## src/rtl/mult_div_ctrl_pkg.sv

```systemverilog
// Shared encodings for the HI/LO multiply/divide controller: op codes,
// FSM states, default timeout and small op-classification helpers.
package mult_div_ctrl_pkg;

  typedef enum logic [2:0] {
    OP_MULT  = 3'd0,
    OP_MULTU = 3'd1,
    OP_DIV   = 3'd2,
    OP_DIVU  = 3'd3,
    OP_MTHI  = 3'd4,
    OP_MTLO  = 3'd5,
    OP_MFHI  = 3'd6,
    OP_MFLO  = 3'd7
  } op_e;

  typedef enum logic [1:0] {
    ST_IDLE   = 2'd0,
    ST_LAUNCH = 2'd1,
    ST_WAIT   = 2'd2
  } state_e;

  localparam int unsigned TIMEOUT_DEFAULT = 40;

  // Codes 0..3 go to the iterative unit; 4..7 only touch HI/LO.
  function automatic logic is_unit_op(input logic [2:0] op);
    return (op[2] == 1'b0);
  endfunction

  function automatic logic is_div_op(input logic [2:0] op);
    return (op == OP_DIV) || (op == OP_DIVU);
  endfunction

  function automatic logic is_signed_op(input logic [2:0] op);
    return (op == OP_MULT) || (op == OP_DIV);
  endfunction

endpackage

```

## src/rtl/mult_div_timer.sv

```systemverilog
// Clearable, saturating wait-cycle counter; terminal flags the cycle whose
// increment brings the count up to LIMIT.
module mult_div_timer #(
  parameter int unsigned LIMIT = 40
) (
  input  logic clk,
  input  logic Reset,
  input  logic clr,
  input  logic en,
  output logic terminal
);

  localparam int unsigned W = $clog2(LIMIT + 1);
  localparam logic [W-1:0] ONE  = W'(1);
  localparam logic [W-1:0] LAST = W'(LIMIT - 1);

  logic [W-1:0] count_r;

  assign terminal = (count_r == LAST);

  // Wait-cycle counter, updated on the datapath's falling edge.
  always_ff @(negedge clk) begin
    if (Reset) begin
      count_r <= '0;
    end else if (clr) begin
      count_r <= '0;
    end else if (en && !terminal) begin
      count_r <= count_r + ONE;
    end else begin
      count_r <= count_r;
    end
  end

endmodule

```

## src/rtl/mult_div_ctrl.sv

```systemverilog
// HI/LO controller sequencing an external iterative multiply/divide unit.
// Optional build macro DIV_ZERO_TRAP_EN: trap divide-by-zero instead of launching.
module mult_div_ctrl
  import mult_div_ctrl_pkg::*;
#(
  parameter int unsigned TIMEOUT = TIMEOUT_DEFAULT
) (
  input  logic        clk,
  input  logic        Reset,
  input  logic        op_valid,
  input  logic [2:0]  op,
  input  logic [31:0] rs_val,
  input  logic [31:0] rt_val,
  output logic        unit_start,
  output logic        unit_div,
  output logic        unit_signed,
  output logic [31:0] unit_a,
  output logic [31:0] unit_b,
  input  logic        unit_done,
  input  logic [31:0] unit_hi,
  input  logic [31:0] unit_lo,
  output logic [31:0] hi,
  output logic [31:0] lo,
  output logic [31:0] mf_data,
  output logic        stall,
  output logic        err
);

  state_e state_r;
  state_e state_s;
  logic   accept_s;
  logic   trap_s;
  logic   wb_s;
  logic   timeout_s;
  logic   mthi_s;
  logic   mtlo_s;
  logic   timer_clr_s;
  logic   timer_en_s;
  logic   timer_term_s;
  logic   div_zero_s;

`ifdef DIV_ZERO_TRAP_EN
  assign div_zero_s = is_div_op(op) && (rt_val == 32'd0);
`else
  assign div_zero_s = 1'b0;
`endif

  assign stall = op_valid && (state_r != ST_IDLE);

  mult_div_timer #(
    .LIMIT    (TIMEOUT)
  ) u_timer (
    .clk      (clk),
    .Reset    (Reset),
    .clr      (timer_clr_s),
    .en       (timer_en_s),
    .terminal (timer_term_s)
  );

  // FSM state register.
  always_ff @(negedge clk) begin
    if (Reset) begin
      state_r <= ST_IDLE;
    end else begin
      state_r <= state_s;
    end
  end

  // Next-state and per-cycle control decode.
  always_comb begin
    state_s     = state_r;
    accept_s    = 1'b0;
    trap_s      = 1'b0;
    wb_s        = 1'b0;
    timeout_s   = 1'b0;
    mthi_s      = 1'b0;
    mtlo_s      = 1'b0;
    timer_clr_s = 1'b0;
    timer_en_s  = 1'b0;
    case (state_r)
      ST_IDLE: begin
        if (op_valid && is_unit_op(op)) begin
          if (div_zero_s) begin
            trap_s  = 1'b1;
            state_s = ST_IDLE;
          end else begin
            accept_s = 1'b1;
            state_s  = ST_LAUNCH;
          end
        end else if (op_valid) begin
          mthi_s  = (op == OP_MTHI);
          mtlo_s  = (op == OP_MTLO);
          state_s = ST_IDLE;
        end else begin
          state_s = ST_IDLE;
        end
      end
      ST_LAUNCH: begin
        timer_clr_s = 1'b1;
        state_s     = ST_WAIT;
      end
      ST_WAIT: begin
        timer_en_s = 1'b1;
        // A completion in the final allowed cycle still beats the timeout.
        if (unit_done) begin
          wb_s    = 1'b1;
          state_s = ST_IDLE;
        end else if (timer_term_s) begin
          timeout_s = 1'b1;
          state_s   = ST_IDLE;
        end else begin
          state_s = ST_WAIT;
        end
      end
      default: begin
        state_s = ST_IDLE;
      end
    endcase
  end

  // Launch pulse and operand/kind latches, held until the next accept.
  always_ff @(negedge clk) begin
    if (Reset) begin
      unit_start  <= 1'b0;
      unit_div    <= 1'b0;
      unit_signed <= 1'b0;
      unit_a      <= 32'd0;
      unit_b      <= 32'd0;
    end else begin
      unit_start <= accept_s;
      if (accept_s) begin
        unit_div    <= is_div_op(op);
        unit_signed <= is_signed_op(op);
        unit_a      <= rs_val;
        unit_b      <= rt_val;
      end else begin
        unit_div    <= unit_div;
        unit_signed <= unit_signed;
        unit_a      <= unit_a;
        unit_b      <= unit_b;
      end
    end
  end

  // Architectural HI/LO and the sticky fault flag.
  always_ff @(negedge clk) begin
    if (Reset) begin
      hi  <= 32'd0;
      lo  <= 32'd0;
      err <= 1'b0;
    end else begin
      if (wb_s) begin
        hi <= unit_hi;
      end else if (mthi_s) begin
        hi <= rs_val;
      end else begin
        hi <= hi;
      end
      if (wb_s) begin
        lo <= unit_lo;
      end else if (mtlo_s) begin
        lo <= rs_val;
      end else begin
        lo <= lo;
      end
      err <= err || trap_s || timeout_s;
    end
  end

  // Move-from read port.
  always_comb begin
    mf_data = 32'd0;
    case (op)
      OP_MFHI: mf_data = hi;
      OP_MFLO: mf_data = lo;
      default: mf_data = 32'd0;
    endcase
  end

endmodule

```

## config.mk

```make
export PLATFORM = sky130hd
export DESIGN_NAME = mult_div_ctrl
export DESIGN_NICKNAME = d
export VERILOG_FILES = /design/src/rtl/mult_div_ctrl_pkg.sv /design/src/rtl/mult_div_timer.sv /design/src/rtl/mult_div_ctrl.sv
export SDC_FILE = /design/constraint.sdc
export NUM_CORES = 1
export LEC_CHECK = 0
export BUFFER_PORTS_ARGS = -buffer_cell sky130_fd_sc_hd__buf_2
export CAP_MARGIN = 10
export CORE_MARGIN = 1
export CORE_UTILIZATION = 45
export CTS_CLUSTER_SIZE = 40
export DETAILED_ROUTE_END_ITERATION = 6
export PLACE_DENSITY = 0.79
export SETUP_SLACK_MARGIN = 0.02
export SLEW_MARGIN = 20
export SYNTH_ARGS = -nofsm -noshare
export SYNTH_HDL_FRONTEND = slang
export SYNTH_SLANG_ARGS = --single-unit
```

## constraint.sdc

```tcl
create_clock -name clk -period 1.98 [get_ports clk]
set_clock_uncertainty 0.1 [all_clocks]
set_input_delay 0.297 -clock clk [delete_from_list [all_inputs] [get_ports clk]]
set_output_delay 0.297 -clock clk [all_outputs]
set_load 0.01 [all_outputs]
```

==> qor_table.md, run 1 <==
| Parameter | This run |
| --- | --- |
| Synth Area per Inst | 8.00 um^2 |
| Failing step | 4_1_cts |
| Total number of clock tree sinks | 139 |
| DPL Wire Length | 15.2 mm |
| Mapped cell area | 6050 um^2 |
| Number of top-level design ports | 300 |
| Tool error message | [ERROR DPL-0033] detailed placement checks failed during check placement. |
| # rows | 42 |
| Last weighted congestion value of the routability-driven placer | 0.894 |
| Instance area after placement | 8540 um^2 |
| Distinct cell type count after synthesis | 34 |
| Placed Cells | 1263 |
| H-tree depth | 4 |
| Synth Warn # | 0 |
| X dimension of the die | 118 um |
| Syn Inst Count | 757 |
| Die H | 118 um |
| Run status | aborted with a tool error |
| Share of the yosys chip area belonging to registers | 46.0% |
| Clock buffers created by TritonCTS | 17 |
| Maximum number of buffers from clock root to sink | 2 |
| Post-cts hold buffer count | 0 |
| Syn Nets | 893 |
| Number of cells upsized or downsized after cts | 600 |
| Number of input and output port buffers inserted | 299 |
| Root Buffer | sky130_fd_sc_hd__clkbuf_16 |
| Post-synthesis register bit count | 139 |
| Number of buffers inserted to repair setup after CTS | 60 |
| Initial Utilization | 45.9% |
## cell usage after synthesis (all sizes together)
| cell type | number | area, um^2 |
|---|---|---|
| nand4b | 1 | 8.76 |
| nand4 | 1 | 6.26 |
| nand2b | 3 | 18.8 |
| or3b | 4 | 35.0 |
| clkbuf | 51 | 191 |
| buf | 30 | 171 |
| nand3 | 64 | 320 |
| a21oi | 70 | 350 |
| a311oi | 65 | 569 |
| a22o | 32 | 280 |
| inv | 4 | 15.0 |
| a2111o | 1 | 11.3 |
| o21a | 1 | 7.51 |
| or4b | 1 | 10.0 |
| mux2i | 2 | 20.0 |
| nor3 | 1 | 5.00 |
| ha | 1 | 12.5 |
| nand2 | 134 | 503 |
| a31o | 1 | 8.76 |
| o21ai | 66 | 330 |
| nor4b | 1 | 15.0 |
| and3 | 2 | 12.5 |
| dfxtp | 139 | 2780 |
| or4 | 1 | 7.51 |
| and3b | 2 | 17.5 |
| a41oi | 1 | 8.76 |
| nor3b | 4 | 35.0 |
| nand3b | 5 | 37.5 |
| nor2 | 68 | 255 |
| o31ai | 1 | 7.51 |
## metrics by stage
stage	worst slack, ns	TNS [ns]	hold slack (ns)
2_1_floorplan	-0.481	-52.03	0.357
3_3_place_gp	-0.693	-87.23	0.330
3_5_place_dp	-0.714	-88.93	0.339
## logic make-up after synthesis
kind of cell / Yosys count / synth area share, %
flops: 139 / 46.0
mux: 2 / 0.331
fa+ha+maj: 1 / 0.207
simple gates: 292 / 21.3
buf+inv: 85 / 6.24
compound gates: 238 / 26.0
==> run 2, diff against run 1 <==
--- a/config.mk
+++ b/config.mk
@@ -8,11 +8,9 @@
 export BUFFER_PORTS_ARGS = -buffer_cell sky130_fd_sc_hd__buf_2
 export CAP_MARGIN = 10
 export CORE_MARGIN = 1
-export CORE_UTILIZATION = 45
-export CTS_CLUSTER_SIZE = 40
+export CORE_UTILIZATION = 30
 export DETAILED_ROUTE_END_ITERATION = 6
-export PLACE_DENSITY = 0.79
-export SETUP_SLACK_MARGIN = 0.02
+export PLACE_DENSITY_LB_ADDON = 0.15
 export SLEW_MARGIN = 20
 export SYNTH_ARGS = -nofsm -noshare
 export SYNTH_HDL_FRONTEND = slang
==> run 2 against run 1 <==
The flow now finishes, with violations (setup timing). Synthesized cell count stayed put. Synthesized area stayed put.
==> qor_table.md, run 2 <==
| Parameter | This run |
| --- | --- |
| Run status | finished, violations left |
| Violated checks | setup timing |
| Post-synth top area cell | sky130_fd_sc_hd__dfxtp_1 |
| Core box area | 19700 um^2 |
| DPL Wire Length | 17.1 mm |
| Last weighted congestion value of the routability-driven placer | 0.818 |
| Setup-violating endpoint count in the final report | 295 |
| Die H | 144 um |
| Setup_tns | -95.85 ns |
| Proportion of layout cells with a drive suffix above 1 | 70.6% |
| Syn Inst Count | 757 |
| Portion of synthesized cell area occupied by the leading cell type | 46.0% |
| Top cells by area, synth | sky130_fd_sc_hd__dfxtp_1 46%, sky130_fd_sc_hd__a311oi_1 9.4%, sky130_fd_sc_hd__nand2_1 8.3% |
| Kind of end point of the critical path | output pin |
| Max cap viols | 0 |
| Total power after layout | 9.38 mW |
| Total power density per cell area | 662 nW/um^2 |
| Synth Area per Inst | 8.00 um^2 |
| Switching Fraction | 35.7% |
| Number of input and output port buffers inserted | 299 |
| Reported net switching power | 3.35 mW |
| First drt pass iteration count | 5 |
| Number of buffer and inverter instances along the worst setup path | 1 |
| Initial Utilization | 30.8% |
| Commonest cells after routing, fill and taps aside | 232 x sky130_fd_sc_hd__buf_6, 156 x sky130_fd_sc_hd__buf_2, 144 x sky130_fd_sc_hd__inv_1, 132 x sky130_fd_sc_hd__dfxtp_2, 78 x sky130_fd_sc_hd__buf_4 |
| Most common cell after layout, fill and taps aside | sky130_fd_sc_hd__buf_6 |
| Residual overflow from global routing | 0 |
| Pin count of the biggest net entering global routing | 45 |
| Syn Nets | 893 |
| Count of vias placed by the detailed router | 8815 |
| Design internal power | 6.03 mW |
| Clock Latency Late Sink | 0.46 ns |
| Most common cell in the synthesized netlist | sky130_fd_sc_hd__dfxtp_1 |
| Top cells by instance count after synthesis | 139 x sky130_fd_sc_hd__dfxtp_1, 134 x sky130_fd_sc_hd__nand2_1, 70 x sky130_fd_sc_hd__a21oi_1 |
| Share of the yosys chip area belonging to registers | 46.0% |
| Post-CTS clock slew at the launch and capture registers of the worst setup and hold paths | 0.04 ns |
| Relative slew slack | 67.6% |
| Worst Path Class, Setup | reg -> out |
| Post-synthesis register bit count | 139 |
| Path category of the worst min-delay check | reg -> reg |
| Worst setup slack after layout | -0.559 ns |
| Relative contribution of combinational cells to total power | 21.7% |
| Drc violations | 0 |
| Root Buffer | sky130_fd_sc_hd__clkbuf_16 |
| Async S/R FF share, synth | 0% |
| Synth Warn # | 0 |
| Crit path launch type | flip-flop |
| Clock network power share | 45.7% |
| Static leakage | 6.51 nW |
| Fin. Hold Viols | 0 |
| Worst Tran Pin Value | 0.483 ns |
| Post-synth EDFFs | 0 |
| Worst Path Arrival | 2.14 ns |
| Die area | 20800 um^2 |
| H-tree depth | 4 |
| Cell family contributing the most delay on the critical path | flip-flops |
| Seq pwr share | 32.6% |
| Post-synthesis to final-layout area growth | 134% |
| Total number of clock tree sinks | 139 |
| TritonCTS clock tree | yes |
| Req. time, crit path | 1.58 ns |
| Unrepaired setup endpoints after global routing | true |
| Maximum fanout along the worst path | 2 |
| Number of top-level design ports | 300 |
| Maximum vdd ir drop | 0.593 mV |
| Max stage delay on crit path | 0.32 ns |
| X dimension of the die | 144 um |
| DRC violation total after the first TritonRoute iteration | 449 |
| Net count, final | 1504 |
| Total track usage | 30.2% |
| Reg-to-reg slack, setup | 0.08 ns |
| Distinct cell type count after synthesis | 34 |
| Clock buffers created by TritonCTS | 17 |
| Vias per cell | 5.35 |
| Detailed-route wire length per cell | 20.4 um |
| Post-detailed-route count of antenna-violating nets | 0 |
| Maximum number of buffers from clock root to sink | 2 |
| Vias in the first global route | 9022 |
| # rows | 51 |
| Mapped cell area | 6050 um^2 |
| Number of max-slew violations in the final report | 0 |
| Ys flop type | sky130_fd_sc_hd__dfxtp_1 |
| Crit path cell chain | a22o_1 > buf_2 |
| CP max stage cell | sky130_fd_sc_hd__dfxtp_2 |
| Global-route wire length before repair | 47.0 mm |
| Antenna violations before repair | 1 |
| Routed Wire Length | 33.6 mm |
## run 2: routing by layer
layer / GRT usage, % / share of wire, % / wire length [um]
met5: 0 / 0 / 0
met1: 33.2 / 38 / 12800
met4: 16.2 / 3.7 / 1250
met2: 50.4 / 50 / 16800
met3: 11.1 / 8.3 / 2780
## run 2: kinds of logic (layout without fill, tap and decap cells)
kind of cell	count (synthesis)	count (layout)	synth area share, %
fa+ha+maj	1	1	0.207
mux	2	2	0.331
buf+inv	85	709	6.24
flops	139	139	46.0
other cells	0	2	0
compound gates	238	238	26.0
simple gates	292	292	21.3
## run 2: what timing repair did
item	CTS	global route
setup endpoints to repair	296	295
resized for setup	578	221
hold buffers	0	0
gates cloned	30	4
pin swaps	189	108
setup buffers	73	34
## run 2: area by class of cell
cell class	count	area, um^2
diodes	2	5.00
clock buffers	17	425
clock inverters	154	636
fillers	1422	5480
inverters	3	11.3
multi-input cells	533	4380
flip-flops and latches	139	2950
well taps	265	332
repair buffers	535	5440
## run 2: power groups by stage
stage	Combinational [mW]	Sequential [mW]	Clock, mW
after floorplan	0.407	3.10	0.427
after global placement	1.06	3.04	0.427
after detailed placement	1.06	3.04	0.427
after CTS	1.85	3.05	4.33
after global routing	2.13	3.06	4.70
final	2.04	3.06	4.29
## run 2: through the flow
step	hold WS [ns]	std cells	cell area [um^2]	util, %	worst slack, ns
after detailed placement	0.340	1358	8700	44.3	-0.758
after global routing	0.372	1647	14200	72.1	-0.585
after global placement	0.334	1358	8700	44.3	-0.742
final	0.357	1648	14200	72.1	-0.559
after floorplan	0.357	757	6160	-	-0.481
after CTS	0.354	1629	13200	67.2	-0.564
## run 2: worst min-delay path: stages, from the launching register on
cell and delay [ns]:
sky130_fd_sc_hd__dfxtp_2 0.31, sky130_fd_sc_hd__nand2_1 0.05, sky130_fd_sc_hd__a21oi_1 0.05
## run 2: final timing paths
kind                               start                endpoint  depth (start not counted)
setup / recovery      lo[3]$_SDFFE_NP0P_              mf_data[3]                          2
hold / removal    unit_b[3]$_SDFFE_NP0P_  unit_b[3]$_SDFFE_NP0P_                          2
setup reg to reg   state_r[0]$_SDFF_NP0_     hi[11]$_SDFFE_NP0P_                          8
hold reg to reg   unit_b[3]$_SDFFE_NP0P_  unit_b[3]$_SDFFE_NP0P_                          2
No activity file was read; power rests on OpenSTA's default activity.
==> run 3, diff against run 2 <==
--- a/config.mk
+++ b/config.mk
@@ -11,6 +11,7 @@
 export CORE_UTILIZATION = 30
 export DETAILED_ROUTE_END_ITERATION = 6
 export PLACE_DENSITY_LB_ADDON = 0.15
+export SKIP_CTS_REPAIR_TIMING = 1
 export SLEW_MARGIN = 20
 export SYNTH_ARGS = -nofsm -noshare
 export SYNTH_HDL_FRONTEND = slang
==> run 3 against run 2 <==
The run still ends with setup timing left. Die area did not move. Critical path depth did not move. Largest cell class unchanged. Wire length fell by 8.0%. Count of clock-buffer cells in the layout did not move. Flip-flop and latch count did not move. Non-clock buffer count fell by 65.
==> qor_table.md, run 3 (synthesis gave the netlist of run 2 again) <==
| Parameter | This run |
| --- | --- |
| Post-synthesis to final-layout area growth | 117% |
| Vias per cell | 5.30 |
| Root Buffer | sky130_fd_sc_hd__clkbuf_16 |
| Worst setup slack after layout | -0.580 ns |
| Setup_tns | -86.72 ns |
| Clock buffers created by TritonCTS | 17 |
| Maximum vdd ir drop | 0.603 mV |
| TritonCTS clock tree | yes |
| Vias in the first global route | 7584 |
| Req. time, crit path | 1.58 ns |
| Post-detailed-route count of antenna-violating nets | 0 |
| Global-route wire length before repair | 37.1 mm |
| Static leakage | 6.06 nW |
| Count of vias placed by the detailed router | 8387 |
| Worst Tran Pin Value | 0.472 ns |
| Violated checks | setup timing |
| Path category of the worst min-delay check | reg -> reg |
| Number of max-slew violations in the final report | 0 |
| Pin count of the biggest net entering global routing | 65 |
| Detailed-route wire length per cell | 19.6 um |
| Relative slew slack | 68.4% |
| Net count, final | 1439 |
| Clock Latency Late Sink | 0.46 ns |
| Total track usage | 23.2% |
| Most common cell after layout, fill and taps aside | sky130_fd_sc_hd__buf_6 |
| Crit path launch type | flip-flop |
| Residual overflow from global routing | 0 |
| Die area | 20800 um^2 |
| Worst Path Arrival | 2.16 ns |
| Summed area of non-filler cells in the final layout | 13100 um^2 |
| Drc violations | 0 |
| Total power density per cell area | 690 nW/um^2 |
| # rows | 51 |
| Final cell count without fillers | 1582 |
| Proportion of layout cells with a drive suffix above 1 | 65.6% |
| H-tree depth | 4 |
| DPL Wire Length | 17.1 mm |
| Routed Wire Length | 30.9 mm |
| Maximum fanout along the worst path | 3 |
| X dimension of the die | 144 um |
| Number of top-level design ports | 300 |
| Last weighted congestion value of the routability-driven placer | 0.818 |
| Instance area after placement | 8700 um^2 |
| Unrepaired setup endpoints after global routing | true |
| Fin. Hold Viols | 0 |
| Die H | 144 um |
| First drt pass iteration count | 5 |
| Setup-violating endpoint count in the final report | 295 |
| Commonest cells after routing, fill and taps aside | 210 x sky130_fd_sc_hd__buf_6, 159 x sky130_fd_sc_hd__buf_2, 144 x sky130_fd_sc_hd__inv_1, 130 x sky130_fd_sc_hd__dfxtp_2, 83 x sky130_fd_sc_hd__nand2_1 |
| Worst Path Class, Setup | reg -> out |
| Fill cells | 1575 |
| Core box area | 19700 um^2 |
| Maximum number of buffers from clock root to sink | 2 |
| Total number of clock tree sinks | 139 |
| Initial Utilization | 30.8% |
| Run status | finished, violations left |
| Antenna violations before repair | 0 |
| Kind of end point of the critical path | output pin |
| DRC violation total after the first TritonRoute iteration | 394 |
| Placed Cells | 1358 |
| Post-CTS clock slew at the launch and capture registers of the worst setup and hold paths | 0.06 ns |
| Max cap viols | 0 |
| Number of input and output port buffers inserted | 299 |
[run 3: cell type report]
type / count / area (um^2) / area share [%]
timing repair buffer: 470 / 4650 / 35.4
multi-input combinational: 533 / 4130 / 31.4
sequential: 139 / 2950 / 22.5
clock inverter: 154 / 636 / 4.84
clock buffer: 17 / 425 / 3.24
tap: 265 / 332 / 2.52
inverter: 3 / 11.3 / 0.0857
antenna: 1 / 2.50 / 0.0190
[run 3: final timing paths]
check	to	from	cells after the start	slack [ns]
setup reg to reg	hi[23]$_SDFFE_NP0P_	state_r[0]$_SDFF_NP0_	8	0.06
hold reg to reg	unit_a[19]$_SDFFE_NP0P_	unit_a[19]$_SDFFE_NP0P_	2	0.36
setup / recovery	mf_data[24]	hi[24]$_SDFFE_NP0P_	2	-0.58
hold / removal	unit_a[19]$_SDFFE_NP0P_	unit_a[19]$_SDFFE_NP0P_	2	0.36
[run 3: power by group]
group	leakage, nW	switching (mW)	internal [mW]
sequential	1.19	0.0919	2.96
combinational	3.85	0.874	0.896
clock	1.02	2.24	2.01
[run 3: critical path, stage by stage, from the launching register on]
cell and delay (ns):
sky130_fd_sc_hd__dfxtp_4 0.36, sky130_fd_sc_hd__a22o_1 0.22, sky130_fd_sc_hd__buf_6 0.12
[run 3: metal layers]
layer	vias to the layer above	share of wire, %	track usage, %
li1	3849	-	-
met1	4059	40	26.6
met2	420	50	36.7
met3	59	8.0	9.57
met4	0	2.4	12.2
met5	-	0	0
[run 3: stage by stage]
stage | total power, mW | setup slack, ns | hold WS (ns) | util (%)
finish | 9.07 | -0.580 | 0.357 | 66.9
CTS | 8.40 | -0.564 | 0.344 | 49.7
global placement | 4.53 | -0.742 | 0.334 | 44.3
floorplan | 3.94 | -0.481 | 0.357 | -
detailed placement | 4.53 | -0.758 | 0.340 | 44.3
global route | 9.59 | -0.600 | 0.370 | 66.8
==> run 4, diff against run 3 <==
--- a/config.mk
+++ b/config.mk
@@ -8,7 +8,7 @@
 export BUFFER_PORTS_ARGS = -buffer_cell sky130_fd_sc_hd__buf_2
 export CAP_MARGIN = 10
 export CORE_MARGIN = 1
-export CORE_UTILIZATION = 30
+export CORE_UTILIZATION = 38
 export DETAILED_ROUTE_END_ITERATION = 6
 export PLACE_DENSITY_LB_ADDON = 0.15
 export SKIP_CTS_REPAIR_TIMING = 1
==> run 4 against run 3 <==
The flow still finishes with violations (setup timing). Core utilization up 19 points. Flip-flop and latch count unchanged. Register-to-register slack better by 0.02 ns. Combinational power about the same. Via count up 3.7%. Cell count down 4.6%. Clock power up 12%. Global-route usage up 5.2 points. Non-clock buffer count down 18. Wire length up 4.9%. Count of clock-buffer cells in the layout unchanged. Critical endpoint is now mf_data[21].
==> qor_table.md, run 4 (synthesis gave the netlist of run 2 again) <==
| Parameter | This run |
| --- | --- |
| Proportion of layout cells with a drive suffix above 1 | 68.3% |
| DPL Wire Length | 16.1 mm |
| Maximum vdd ir drop | 0.711 mV |
| Cell family contributing the most delay on the critical path | flip-flops |
| Clock Latency Late Sink | 0.46 ns |
| First drt pass iteration count | 5 |
| Die H | 128 um |
| Drc violations | 0 |
| Clock buffers created by TritonCTS | 17 |
| X dimension of the die | 128 um |
| Post-detailed-route count of antenna-violating nets | 0 |
| Routed Wire Length | 32.4 mm |
| Antenna violations before repair | 0 |
| Last weighted congestion value of the routability-driven placer | 0.844 |
| Detailed-route wire length per cell | 21.5 um |
| Max cap viols | 0 |
| Finished Core Util | 86.1% |
| Max stage delay on crit path | 0.38 ns |
| Commonest cells after routing, fill and taps aside | 204 x sky130_fd_sc_hd__buf_6, 159 x sky130_fd_sc_hd__buf_2, 143 x sky130_fd_sc_hd__inv_1, 133 x sky130_fd_sc_hd__dfxtp_2, 70 x sky130_fd_sc_hd__nand2_1 |
| Unrepaired setup endpoints after global routing | true |
| Residual overflow from global routing | 0 |
| Vias per cell | 5.76 |
| Worst setup slack after layout | -0.706 ns |
| Run status | finished, violations left |
| Reg-to-reg slack, setup | 0.08 ns |
| Initial Utilization | 39.4% |
| Endpoint of the worst hold path | unit_a[6]$_SDFFE_NP0P_ |
| Summed area of non-filler cells in the final layout | 13200 um^2 |
| Instance area after placement | 8670 um^2 |
| Number of top-level design ports | 300 |
| Levels on crit path | 2 |
| Total number of clock tree sinks | 139 |
| TritonCTS clock tree | yes |
| Maximum fanout along the worst path | 2 |
| Post-synthesis to final-layout area growth | 119% |
| Post-CTS clock slew at the launch and capture registers of the worst setup and hold paths | 0.06 ns |
| Number of cell instances on the worst register-to-register path | 7 |
| Reg2Reg Capture Point | lo[20]$_SDFFE_NP0P_ |
| Number of buffer and inverter instances along the worst setup path | 1 |
| Most common cell after layout, fill and taps aside | sky130_fd_sc_hd__buf_6 |
| Worst Min Path Start | unit_a[6]$_SDFFE_NP0P_ |
| Worst Tran Pin Value | 0.502 ns |
| Count of vias placed by the detailed router | 8701 |
| Crit path cell chain | a22o_1 > buf_2 |
| H-tree depth | 4 |
| Vias in the first global route | 7622 |
| Met3 track demand over resource | 12.1% |
| Worst Hold Depth | 2 |
| Global-route wire length before repair | 36.5 mm |
| Number of input and output port buffers inserted | 299 |
| Path category of the worst min-delay check | reg -> reg |
| Die area | 16400 um^2 |
| Total power density per cell area | 725 nW/um^2 |
| Busiest metal layer after global routing | met2 |
| Worst Path Arrival | 2.29 ns |
| Static leakage | 6.10 nW |
| GR Layer Usage met1 | 31.8% |
| # rows | 45 |
| Core box area | 15400 um^2 |
| Fin. Hold Viols | 0 |
| Net count, final | 1421 |
| Setup-violating endpoint count in the final report | 295 |
| Placed Cells | 1302 |
| Met2 track utilization from global routing | 45.9% |
| Pin count of the biggest net entering global routing | 54 |
| Kind of end point of the critical path | output pin |
| DRC violation total after the first TritonRoute iteration | 649 |
| Reg2reg start | state_r[0]$_SDFF_NP0_ |
| CP max stage cell | sky130_fd_sc_hd__dfxtp_2 |
| Relative slew slack | 66.3% |
| Total track usage | 28.4% |
| Maximum number of buffers from clock root to sink | 2 |
| Worst Path Class, Setup | reg -> out |
| Final cell count without fillers | 1510 |
| Req. time, crit path | 1.58 ns |
| Violated checks | setup timing |
| Crit path launch type | flip-flop |
| Root Buffer | sky130_fd_sc_hd__clkbuf_16 |
| Number of max-slew violations in the final report | 0 |
## run 4: cell count changes in the layout (fill, tap and decap cells not counted), sizes merged
cell / delta
clkinvlp: +3
bufinv: +4
inv: -6
clkinv: -1
buf: -18
## run 4: report_power, final
group	switching [mW]	internal [mW]	total, mW
Clock	2.27	2.49	4.76
Sequential	0.100	2.96	3.06
Combinational	0.910	0.861	1.77
## run 4: layout make-up
cell class	count	area [um^2]
inverter	3	11.3
tap	211	264
antenna	1	2.50
clock inverter	154	714
fill	749	2140
clock buffer	17	425
sequential	139	2950
timing repair buffer	452	4390
multi-input combinational	533	4480
## run 4: layer usage
metal | share of wire (%) | wire [um]
met1 | 36 | 11700
met2 | 50 | 16200
met3 | 8.9 | 2890
met4 | 5.2 | 1680
met5 | 0 | 0
## run 4: through the flow
step	total power, mW	setup slack (ns)	setup TNS [ns]	hold WS [ns]
6_report	9.60	-0.706	-89.33	0.363
5_1_grt	10.0	-0.687	-97.14	0.376
4_1_cts	8.73	-0.574	-91.36	0.347
3_5_place_dp	4.53	-0.741	-87.37	0.343
3_3_place_gp	4.52	-0.730	-85.34	0.335
2_1_floorplan	3.94	-0.481	-52.03	0.357
## run 4: worst register-to-register path, stage by stage, from the launching register on
cell	delay, ns
sky130_fd_sc_hd__dfxtp_2	0.32
sky130_fd_sc_hd__buf_6	0.12
sky130_fd_sc_hd__buf_4	0.16
sky130_fd_sc_hd__nor3b_4	0.31
sky130_fd_sc_hd__buf_12	0.22
sky130_fd_sc_hd__clkbuf_16	0.19
sky130_fd_sc_hd__nand3_2	0.08
sky130_fd_sc_hd__a311oi_1	0.30
## run 4: how the worst max path moves through the flow
stage                         from                 endpoint
6_report       hi[21]$_SDFFE_NP0P_              mf_data[21]
5_1_grt        hi[21]$_SDFFE_NP0P_              mf_data[21]
3_3_place_gp                 op[2]  unit_a[15]$_SDFFE_NP0P_
2_1_floorplan                op[2]   unit_a[0]$_SDFFE_NP0P_
4_1_cts        lo[18]$_SDFFE_NP0P_              mf_data[18]
3_5_place_dp                 op[2]  unit_a[16]$_SDFFE_NP0P_
